**config.mk**
```make
export PLATFORM = sky130hd
export DESIGN_NAME = adc_out_collector
export DESIGN_NICKNAME = d
export VERILOG_FILES = /design/src/rtl/adc_out_pkg.sv /design/src/rtl/adc_out_fifo.sv /design/src/rtl/adc_out_collector.sv
export SDC_FILE = /design/constraint.sdc
export NUM_CORES = 1
export LEC_CHECK = 0
export ABC_AREA = 1
export ABC_CLOCK_PERIOD_IN_PS = 11200
export CAP_MARGIN = 30
export CELL_PAD_IN_SITES_DETAIL_PLACEMENT = 1
export CELL_PAD_IN_SITES_GLOBAL_PLACEMENT = 2
export CORE_ASPECT_RATIO = 1.5
export CORE_UTILIZATION = 45
export CTS_CLUSTER_DIAMETER = 50
export DETAILED_ROUTE_END_ITERATION = 12
export DONT_BUFFER_PORTS = 1
export GPL_TIMING_DRIVEN = 0
export PLACE_DENSITY_LB_ADDON = 0.1
export SETUP_SLACK_MARGIN = 0.02
export SYNTH_ARGS = -nofsm -noshare
export SYNTH_HDL_FRONTEND = slang
export SYNTH_SLANG_ARGS = --single-unit
```
**constraint.sdc**
```tcl
create_clock -name clock -period 11.2 [get_ports clock]
set_clock_uncertainty 0.1 [all_clocks]
set_input_delay 3.36 -clock clock [delete_from_list [all_inputs] [get_ports clock]]
set_output_delay 3.36 -clock clock [all_outputs]
set_load 0.05 [all_outputs]
```
**src/rtl/adc_out_pkg.sv**
```systemverilog
// rtl/adc_out_pkg.sv - shared defaults, lane width and state type for the ADC output collector
package adc_out_pkg;
  localparam int WAYS_DEFAULT  = 8;
  localparam int BITS_DEFAULT  = 9;
  localparam int LANE_W        = BITS_DEFAULT;
  localparam int DISCARD_CNT_W = 8;

  typedef enum logic {
    ST_DISCARD = 1'b0,
    ST_RUN     = 1'b1
  } state_t;
endpackage

```
**src/rtl/adc_out_fifo.sv**
```systemverilog
// rtl/adc_out_fifo.sv - frame FIFO with wrap-bit pointers; a read frees a slot for a same-cycle write
module adc_out_fifo #(
  parameter int WIDTH = 72,
  parameter int DEPTH = 4
) (
  input  logic             clock,
  input  logic             reset,
  input  logic             wr_valid,
  input  logic [WIDTH-1:0] wr_data,
  output logic             rd_valid,
  input  logic             rd_ready,
  output logic [WIDTH-1:0] rd_data,
  output logic             full,
  output logic             empty
);
  localparam int AW = $clog2(DEPTH);

  logic [AW:0]      wr_ptr;
  logic [AW:0]      rd_ptr;
  logic [WIDTH-1:0] mem [DEPTH];
  logic             rd_fire;
  logic             wr_fire;

  assign empty    = (wr_ptr == rd_ptr);
  assign full     = (wr_ptr[AW] != rd_ptr[AW]) && (wr_ptr[AW-1:0] == rd_ptr[AW-1:0]);
  assign rd_valid = !empty;
  assign rd_data  = mem[rd_ptr[AW-1:0]];
  assign rd_fire  = rd_valid && rd_ready;
  assign wr_fire  = wr_valid && (!full || rd_fire);

  always_ff @(posedge clock or posedge reset) begin
    if (reset) begin
      wr_ptr <= '0;
      rd_ptr <= '0;
    end else begin
      if (wr_fire) wr_ptr <= wr_ptr + (AW+1)'(1);
      if (rd_fire) rd_ptr <= rd_ptr + (AW+1)'(1);
    end
  end

  // Storage needs no reset: an empty FIFO never exposes its contents.
  always_ff @(posedge clock) begin
    if (wr_fire) mem[wr_ptr[AW-1:0]] <= wr_data;
  end
endmodule

```
**src/rtl/adc_out_collector.sv**
```systemverilog
// rtl/adc_out_collector.sv - discards settling frames after enable, then captures ADC frames into a FIFO
// Optional ADC_OUT_TWOS_COMP_EN inverts each lane MSB at capture (offset-binary to two's complement).
module adc_out_collector
  import adc_out_pkg::*;
#(
  parameter int WAYS    = WAYS_DEFAULT,
  parameter int BITS    = BITS_DEFAULT,
  parameter int DEPTH   = 4,
  parameter int DISCARD = 4
) (
  input  logic                 clock,
  input  logic                 reset,
  input  logic                 enable,
  input  logic [WAYS*BITS-1:0] adcout,
  output logic                 out_valid,
  input  logic                 out_ready,
  output logic [WAYS*BITS-1:0] out_data,
  output logic                 overflow,
  output logic [15:0]          drop_count
);
  localparam int W = WAYS * BITS;
  localparam logic [DISCARD_CNT_W-1:0] DISC_LAST =
    (DISCARD == 0) ? '0 : DISCARD_CNT_W'(DISCARD - 1);

  state_t                   state;
  logic [DISCARD_CNT_W-1:0] disc_cnt;
  logic [W-1:0]             conv;
  logic [W-1:0]             cap_data;
  logic                     cap_valid;
  logic [W-1:0]             fifo_head;
  logic                     fifo_full;
  logic                     fifo_empty;
  logic                     drop;

  always_comb begin
    conv = adcout;
`ifdef ADC_OUT_TWOS_COMP_EN
    for (int k = 0; k < WAYS; k++) begin
      conv[k*BITS + BITS - 1] = ~adcout[k*BITS + BITS - 1];
    end
`else
`endif
  end

  always_ff @(posedge clock or posedge reset) begin
    if (reset) begin
      state     <= ST_DISCARD;
      disc_cnt  <= '0;
      cap_data  <= '0;
      cap_valid <= 1'b0;
    end else if (!enable) begin
      state     <= ST_DISCARD;
      disc_cnt  <= '0;
      cap_valid <= 1'b0;
    end else begin
      case (state)
        ST_DISCARD: begin
          cap_valid <= 1'b0;
          // With DISCARD=0 the counter is already at DISC_LAST, so RUN follows at once.
          if (disc_cnt == DISC_LAST) begin
            state    <= ST_RUN;
            disc_cnt <= '0;
          end else begin
            disc_cnt <= disc_cnt + DISCARD_CNT_W'(1);
          end
        end
        ST_RUN: begin
          cap_data  <= conv;
          cap_valid <= 1'b1;
        end
        default: begin
          state     <= ST_DISCARD;
          disc_cnt  <= '0;
          cap_valid <= 1'b0;
        end
      endcase
    end
  end

  // A full FIFO still accepts when the head is leaving on the same edge.
  assign drop = cap_valid && fifo_full && !(out_valid && out_ready);

  always_ff @(posedge clock or posedge reset) begin
    if (reset) begin
      overflow   <= 1'b0;
      drop_count <= '0;
    end else if (drop) begin
      overflow <= 1'b1;
      if (drop_count != 16'hFFFF) drop_count <= drop_count + 16'd1;
    end
  end

  adc_out_fifo #(
    .WIDTH (W),
    .DEPTH (DEPTH)
  ) u_fifo (
    .clock    (clock),
    .reset    (reset),
    .wr_valid (cap_valid),
    .wr_data  (cap_data),
    .rd_valid (out_valid),
    .rd_ready (out_ready),
    .rd_data  (fifo_head),
    .full     (fifo_full),
    .empty    (fifo_empty)
  );

  assign out_data = fifo_empty ? '0 : fifo_head;
endmodule

```
# Word level (Yosys, flattened, before mapping)
# Memories as Yosys holds them, arrays and structs flattened.
# Index checks and enable logic that the tools add are counted.
# totals
latch_bits	0
romBits	0
in_bits	76
memories	1
mem_bits_rw	288
regBits	105
out_inout_bits	90
elab_cells	42
# op_classes
eq_ne	6
mux	11
shift	0
n_lt_le_gt_ge	0
n_addsub	4
n_div	0
n_reduce_logical	11
mul	0
n_bitwise	1
# memory_table
memory	depth	word_bits	rd	rd_ports_with_merged_regs	wr	line	source
u_fifo.mem	4	72	1	0	1	adc_out_fifo.sv:20	logic [WIDTH-1:0] mem [DEPTH];
# ops
cell	count
72-bit two-way mux	1
8-bit two-way mux	3
16-bit by 1-bit adder with 16-bit output, second input constant	1
16-bit inequality test, second input constant	1
8-bit by 1-bit adder with 8-bit output, second input constant	1
8-bit by 2-bit == test with 1-bit output, second input constant	1
3-bit by 1-bit adder with 3-bit output, second input constant	2
1-bit two-way mux	6
1-bit logical AND	5
2-bit AND reduction	2
3-bit == test	1
1-bit zero test	3
2-bit == test	1
2-bit inequality test, second input constant	1
1-bit case mux with 2 select lines	1
1-bit logical OR	1
1-bit inequality test	1
1-bit inverter	1

# Logic depth before layout (Yosys ltp)
# Gate-level depths: netlist of run 1.
# logic_depth
word_depth	7
ltp_mapped	10
mapped_depth_nobuf	9

# Hierarchy
# A second synthesis of run 1 with hierarchy kept.
# unflattened
cells_unflattened	1422
hier_area_um2	15838.9
# modules_own_cells
mod	cells_per_inst	area_per_inst_um2	seq_area_each_um2	n_inst
adc_out_fifo	757	11041.8	8798.4	1
adc_out_collector	665	4797.1	2477.4	1

# Least setup slack after synthesis of run 1
# No wires, ideal clock.
# synth_path
path_kind	in2reg
start	in out_ready
end	mem u_fifo.mem[0][0], enable pin
path_buffers	0
t_arrival_ps	6636
t_required_ps	10597
path_slack_ps	3962
setup_time_ps	503
cell_stages	4
cell_sequence	inv_1 > nand3_1 > o21ai_2 > nor2_1
# synth_via
elab_chain_len	5
# synth_lines
item	line	source
start, declared	adc_out_collector.sv:16	input logic out_ready,
1-bit logical AND	adc_out_fifo.sv:28	assign rd_fire = rd_valid && rd_ready;
1-bit logical OR	adc_out_fifo.sv:29	assign wr_fire = wr_valid && (!full || rd_fire);
1-bit logical AND	adc_out_fifo.sv:29	
1-bit two-way mux	adc_out_fifo.sv:43	if (wr_fire) mem[wr_ptr[AW-1:0]] <= wr_data;
1-bit two-way mux (not written as such)	adc_out_fifo.sv:43	
end, declared	adc_out_fifo.sv:20	
# No other way between the ends.

# Worst setup path after layout of run 1
# layout_path
start	reg u_fifo.rd_ptr[0]
end	out out_data[52]
# layout_via
elab_chain_len	2
word_cells_on_any_way	3
cone_classes	1 x eq/ne; 1 x mux; 1 x memory
# layout_lines
item	line	source
start, declared	adc_out_fifo.sv:19	logic [AW:0] rd_ptr;
start signal, assigned	adc_out_fifo.sv:37	if (rd_fire) rd_ptr <= rd_ptr + (AW+1)'(1);
memory 4 x 72 bit or 3-bit == test (tied branches)	-	
72-bit two-way mux (*)	adc_out_collector.sv:108	assign out_data = fifo_empty ? '0 : fifo_head;
end, declared	adc_out_collector.sv:17	output logic [WAYS*BITS-1:0] out_data,
# Every way passes the cells marked *; elsewhere a longest branch is shown, timed or not.

==> results of run 1 <==
[worst paths after layout]
kind / endpoint / cells after the start / start
worst max-delay path: out_data[52] / 8 / u_fifo.rd_ptr[0]
worst min-delay path: u_fifo.mem[3][0] / 0 / cap_data[0]
worst max register to register: u_fifo.mem[2][68] / 9 / u_fifo.rd_ptr[1]
worst min register to register: u_fifo.mem[3][0] / 0 / cap_data[0]
max in group asynchronous: cap_data[68] / 2 / reset
min in group asynchronous: cap_data[45] / 1 / reset
[logic make-up (layout without fill, tap and decap cells)]
kind of cell	after synthesis	in the layout	synth area share, %
compound gates	230	230	7.86
xor+xnor	12	12	0.661
fa+ha+maj	7	7	0.551
buf+inv	182	263	4.87
flops	393	393	70.9
other cells	0	1	0
simple gates	612	612	15.1
[power by group through the flow]
stage / clock network [W] / logic [W] / registers, W
CTS: 0.00125 / 0.00223 / 0.00209
global route: 0.00131 / 0.00238 / 0.00213
detailed placement: 0 / 0.00222 / 0.00212
floorplan: 0 / 0.00176 / 0.00205
global placement: 0 / 0.00218 / 0.00211
finish: 0.00123 / 0.00219 / 0.00209
[layer usage]
metal | vias up | wire length (um) | part of all wire, % | track usage, %
met4 | 2 | 1090 | 2.7 | 7.48
li1 | 4944 | - | - | -
met5 | - | 11 | 0.027 | 0
met2 | 194 | 21600 | 53 | 42.8
met1 | 5215 | 16300 | 40 | 27.8
met3 | 63 | 1450 | 3.6 | 3.79
[layout by cell type, fill, tap and decap left out, types with 2 or more instances in the layout]
cell type	n
buf_12	7
buf_16	6
buf_2	18
buf_4	8
buf_6	5
clkbuf_1	53
clkbuf_16	39
clkbuf_8	4
clkinv_1	4
clkinv_2	6
clkinvlp_4	3
dfrtp_1	105
edfxtp_1	288
ha_1	7
inv_1	103
inv_2	2
inv_6	2
nand2_1	406
nand2_2	3
nand3_1	14
nand3_2	2
nand3b_1	2
nand4_1	13
nor2_1	161
nor2_2	2
nor2_4	6
o21ai_0	155
o22ai_1	72
xnor2_1	6
xor2_1	6
[cells in the mapped netlist (all sizes together) (6+ instances only)]
cell type	count	area share [%]
o22ai	72	2.8
nand4	13	0.51
nand2	409	9.7
xor2	6	0.33
o21ai	156	4.9
edfxtp	288	54
inv	106	2.5
clkbuf	44	1.0
nor2	169	4.1
nand3	16	0.57
dfrtp	105	17
xnor2	6	0.33
ha	7	0.55
buf	32	1.3
[per-stage QoR]
step	util [%]	total power, W
finish	52.2	0.00551
global route	52.2	0.00581
CTS	52.2	0.00557
detailed placement	48.8	0.00434
global placement	47.8	0.00429
floorplan	-	0.00381
[state kept, by name (all words and copies together), names as in the netlist]
| register | cells |
|---|---|
| u_fifo.rd_ptr | 3 |
| cap_valid | 1 |
| overflow | 1 |
| u_fifo.wr_ptr | 3 |
| u_fifo.mem | 288 |
| drop_count | 16 |
| cap_data | 72 |
| disc_cnt | 8 |
| state | 1 |
[critical path: cells and delay by family, from the launching register on]
| kind | cells | cell delay [ns] |
|---|---|---|
| buffers and inverters | 5 | 1.19 |
| DFF | 1 | 0.45 |
| AOI/OAI and AO/OA | 2 | 0.43 |
| and+or+nand+nor | 1 | 0.11 |
[cell type report]
| cell class | count | area [um2] | share of cell area (%) |
|---|---|---|---|
| Antenna cell | 1 | 2.50 | 0.0139 |
| Buffer | 76 | 375 | 2.09 |
| Clock buffer | 52 | 1060 | 5.92 |
| Clock inverter | 16 | 115 | 0.640 |
| Inverter | 106 | 403 | 2.24 |
| Multi-Input combinational cell | 861 | 3870 | 21.5 |
| Sequential cell | 393 | 11300 | 62.6 |
| Tap cell | 467 | 584 | 3.25 |
| Timing Repair Buffer | 13 | 305 | 1.70 |
==> impl_metrics.tcl, run 1 <==
set metrics [dict create \
    p_switching_w 0.00252 \
    numCtsBuffers 38 \
    required_ns 7.74 \
    grt-ovfl-total 0 \
    cellPowerDensity_nw_per_um2 306 \
    worst-setup-path-type "flip-flop to output port" \
    io_pins 166 \
    max_freq_mhz 162 \
    cts_tree "yes" \
    clockBufferDepth 3 \
    netlist_instances 1436 \
    post_cts_buffers 0 \
    clockPowerShare_pct 22.2 \
    min_path_type "flip-flop to flip-flop" \
    fp-row-count 83 \
    drive_gt1_share_pct 7.71 \
    instances_no_fill 1985 \
    avgViaCountPerCell 5.25 \
    cts_hold_buf 0 \
    async_flop_share_pct 26.7 \
    h-tree-depth 2 \
    cts_repair_resize_count 0 \
    synth_seq_area_share_pct 70.9 \
    dp_hpwl_mm 26.7 \
    fin_setup_tns_ns 0 \
    maxSlewViolCount 0 \
    p_leak_nw 7.29 \
    first_global_vias 11254 \
    worst_slack_ns 5.01 \
    antenna_found_initial 1 \
    globalplace.congestion 0.728 \
    start_kind "flip-flop" \
    p_int_w 0.00298 \
    hold_viol 0 \
    dp.cells 1916 \
    ys_ff_latch 393 \
    ant_nets 0 \
    crit_path_max_incr_delay_ns 0.45 \
    syn_nets 1519 \
    ir_drop_mv 0.151 \
    clk_latency_ns 0.53 \
    setup_viol 0 \
    nets 1572 \
    area_growth_pct 13.3 \
    fp.dieW_um 155 \
    wl_per_cell_um 20.4 \
    synth.distinct_cells 29 \
    dr.first_iter.drc_count 488 \
    synth_ff_type "edfxtp_1" \
    place_ws_ns 5.55 \
    cap_violations 0 \
    status "finished, final reports clean" \
    drcViolationCount 0 \
    grt_pass1_wl_mm 63.6 \
    vias 10418 \
    fin_area_um2 18000 \
    coreArea_um2 34500 \
    slew_headroom_pct 51.9 \
    die_y_um 232 \
    syn_area_um2 15900 \
    crit_arrival_ns 2.73 \
    fin_crit_ns 6.19 \
    synth_edf_count 288 \
    ys_warn_count 0 \
    firstDrtPassIters 4 \
    seqPwrFrac_pct 38.0 \
    fin_crit_sh_pct 55.3 \
    wirelength_mm 40.5 \
    initial_core_util_pct 46.1 \
    syn_avg_cell_area_um2 11.1 \
    crit_path_end_kind "output port" \
    path_clk_slew_ns 0.06 \
    fill_cells 3683 \
    dpl-instance-area_um2 16800 \
    rsz0062_at_grt "false" \
    tightest_slew_ns 0.719 \
    port_buffers 0 \
    comb_power_share_pct 39.8 \
    crit_chain "buf_6, inv_2, buf_4, clkbuf_1, o21ai_0, o22ai_1, nand2_1, inv_1" \
    cts_root_buf "clkbuf_16" \
    critPathMaxFanout 10 \
    clock-sinks 393 \
    reg2reg_slack_ns 8.55 \
    grtUsageTotal_pct 23.4 \
    slowest_stage "dfrtp_1" \
    grt_max_degree 79 \
    hold_ws_ns 0.398 \
    dieArea_um2 36100 \
    switching_share_pct 45.8 \
]
Note: power is estimated with default switching activity, not from simulation.
==> inputs of run 2 (changes only) <==
--- a/config.mk
+++ b/config.mk
@@ -6,12 +6,12 @@
 export NUM_CORES = 1
 export LEC_CHECK = 0
 export ABC_AREA = 1
-export ABC_CLOCK_PERIOD_IN_PS = 11200
+export ABC_CLOCK_PERIOD_IN_PS = 5600
 export CAP_MARGIN = 30
 export CELL_PAD_IN_SITES_DETAIL_PLACEMENT = 1
 export CELL_PAD_IN_SITES_GLOBAL_PLACEMENT = 2
 export CORE_ASPECT_RATIO = 1.5
-export CORE_UTILIZATION = 45
+export CORE_UTILIZATION = 38
 export CTS_CLUSTER_DIAMETER = 50
 export DETAILED_ROUTE_END_ITERATION = 12
 export DONT_BUFFER_PORTS = 1
==> constraint.sdc (replaced) <==
create_clock -name clock -period 5.6 [get_ports clock]
set_clock_uncertainty 0.1 [all_clocks]
set_input_delay 1.68 -clock clock [delete_from_list [all_inputs] [get_ports clock]]
set_output_delay 1.68 -clock clock [all_outputs]
set_load 0.05 [all_outputs]
==> run 2 against run 1 <==
Compared with the run above:
- via count down 1.0%
- routed wire length is 3.8% higher
- first-iteration DRC count grew 8.4%
- register-to-register slack got worse by 5.7 ns
- design area is 1.7% higher
- clock power grew 120%
- final cell count increased by 4.9%
- worst setup slack worse by 4.0 ns
- critical endpoint is now out_data[62]
==> impl_metrics.tcl, run 2 (same netlist as run 1, synthesis figures left out) <==
set metrics [dict create \
    endpoint "out_data[62]" \
    reg2reg_slack_ns 2.81 \
    numCtsBuffers 40 \
    h-tree-depth 2 \
    required_ns 3.82 \
    hold_path_depth 0 \
    tightest_slew_ns 0.716 \
    cap_violations 0 \
    r2r-end "u_fifo.mem[2][6]" \
    dr.first_iter.drc_count 529 \
    hold_ws_ns 0.406 \
    critPathLaunch "u_fifo.rd_ptr[0]" \
    crit_path_end_kind "output port" \
    met3_length_mm 1.74 \
    initial_core_util_pct 38.6 \
    antenna_found_initial 1 \
    max_freq_mhz 219 \
    dieArea_um2 42700 \
    wl_per_cell_um 20.2 \
    worst_slack_ns 1.02 \
    cts_root_buf "clkbuf_16" \
    fin_area_um2 18300 \
    clock-sinks 393 \
    cellPowerDensity_nw_per_um2 617 \
    dp_hpwl_mm 28.2 \
    area_growth_pct 15.2 \
    diodes 0 \
    place_ws_ns 1.54 \
    rsz0062_at_grt "false" \
    hold_viol 0 \
    vias 10309 \
    wirelength_mm 42.0 \
    final_util_pct 44.4 \
    largest_reg_flops 288 \
    fin_setup_tns_ns 0 \
    grt_pass1_wl_mm 65.0 \
    fin_crit_ns 4.58 \
    crit_arrival_ns 2.80 \
    io_pins 166 \
    maxSlewViolCount 0 \
    clockBufferDepth 3 \
    min_path_type "flip-flop to flip-flop" \
    grt-ovfl-total 0 \
    layout_common_cells "nand2_1, edfxtp_1, nor2_1, o21ai_0, dfrtp_1" \
    grt_max_degree 65 \
    fin_crit_sh_pct 81.7 \
    fp-row-count 91 \
    port_buffers 0 \
    cts_tree "yes" \
    drcViolationCount 0 \
    ant_nets 0 \
    top_layer_used "met5" \
    setup_viol 0 \
    status "finished, final reports clean" \
    post_cts_buffers 0 \
    first_global_vias 11121 \
    reg2reg_depth 10 \
    final_common_cell "nand2_1" \
    die_y_um 252 \
    path_clk_slew_ns 0.06 \
    cts_hold_buf 0 \
    dr_wl_met2_mm 22.9 \
    firstDrtPassIters 5 \
    p_leak_nw 7.38 \
    grtUsageTotal_pct 20.4 \
    dpl-instance-area_um2 17000 \
    globalplace.congestion 0.732 \
    drive_gt1_share_pct 8.20 \
    avgViaCountPerCell 4.95 \
    min_from "cap_data[29]" \
    wirelength_met1_mm 16.8 \
    critPathMaxFanout 10 \
    start_kind "flip-flop" \
    worst-setup-path-type "flip-flop to output port" \
    r2r_start "u_fifo.rd_ptr[0]" \
    slew_headroom_pct 52.3 \
    nets 1576 \
    fp.dieW_um 169 \
    clk_latency_ns 0.55 \
    coreArea_um2 41200 \
    cts_repair_resize_count 0 \
    ir_drop_mv 0.277 \
]
-- run 2: through the flow --
step / total power, W / cells
6_report: 0.0113 / 2082
5_1_grt: 0.0119 / 2082
4_1_cts: 0.0115 / 2082
3_5_place_dp: 0.00876 / 2009
3_3_place_gp: 0.00866 / 1994
2_1_floorplan: 0.00762 / 1436
-- run 2: layout make-up --
cell class                      count  area (um2)
Fill cell                        4479       22900
Sequential cell                   393       11300
Multi-Input combinational cell    861        3870
Clock buffer                       55        1130
Tap cell                          558         698
Inverter                          106         403
Buffer                             76         375
Timing Repair Buffer               15         348
Clock inverter                     18         203
-- run 2: where the power goes --
group          internal [W]  switching [W]
combinational      0.000799        0.00361
sequential          0.00379       0.000404
clock               0.00160        0.00109
-- run 2: worst min path at each step --
stage / end / slack, ns
6_report: u_fifo.mem[2][29] / 0.41
5_1_grt: u_fifo.mem[0][29] / 0.43
4_1_cts: u_fifo.mem[2][29] / 0.41
3_5_place_dp: u_fifo.mem[1][29] / 0.39
3_3_place_gp: u_fifo.mem[0][29] / 0.39
2_1_floorplan: disc_cnt[7] / 0.37
-- run 2: critical path, cell delays in order (launching register included) --
cell	delay, ns
dfrtp_1	0.45
buf_6	0.19
inv_2	0.08
buf_4	0.22
clkbuf_1	0.44
o21ai_0	0.17
o22ai_1	0.27
nand2_1	0.09
inv_1	0.34
-- run 2: metal layers --
layer,up-vias,track usage [%]
met4,2,4.81
li1,4946,-
met3,46,3.38
met5,-,0
met2,195,39.0
met1,5120,23.4
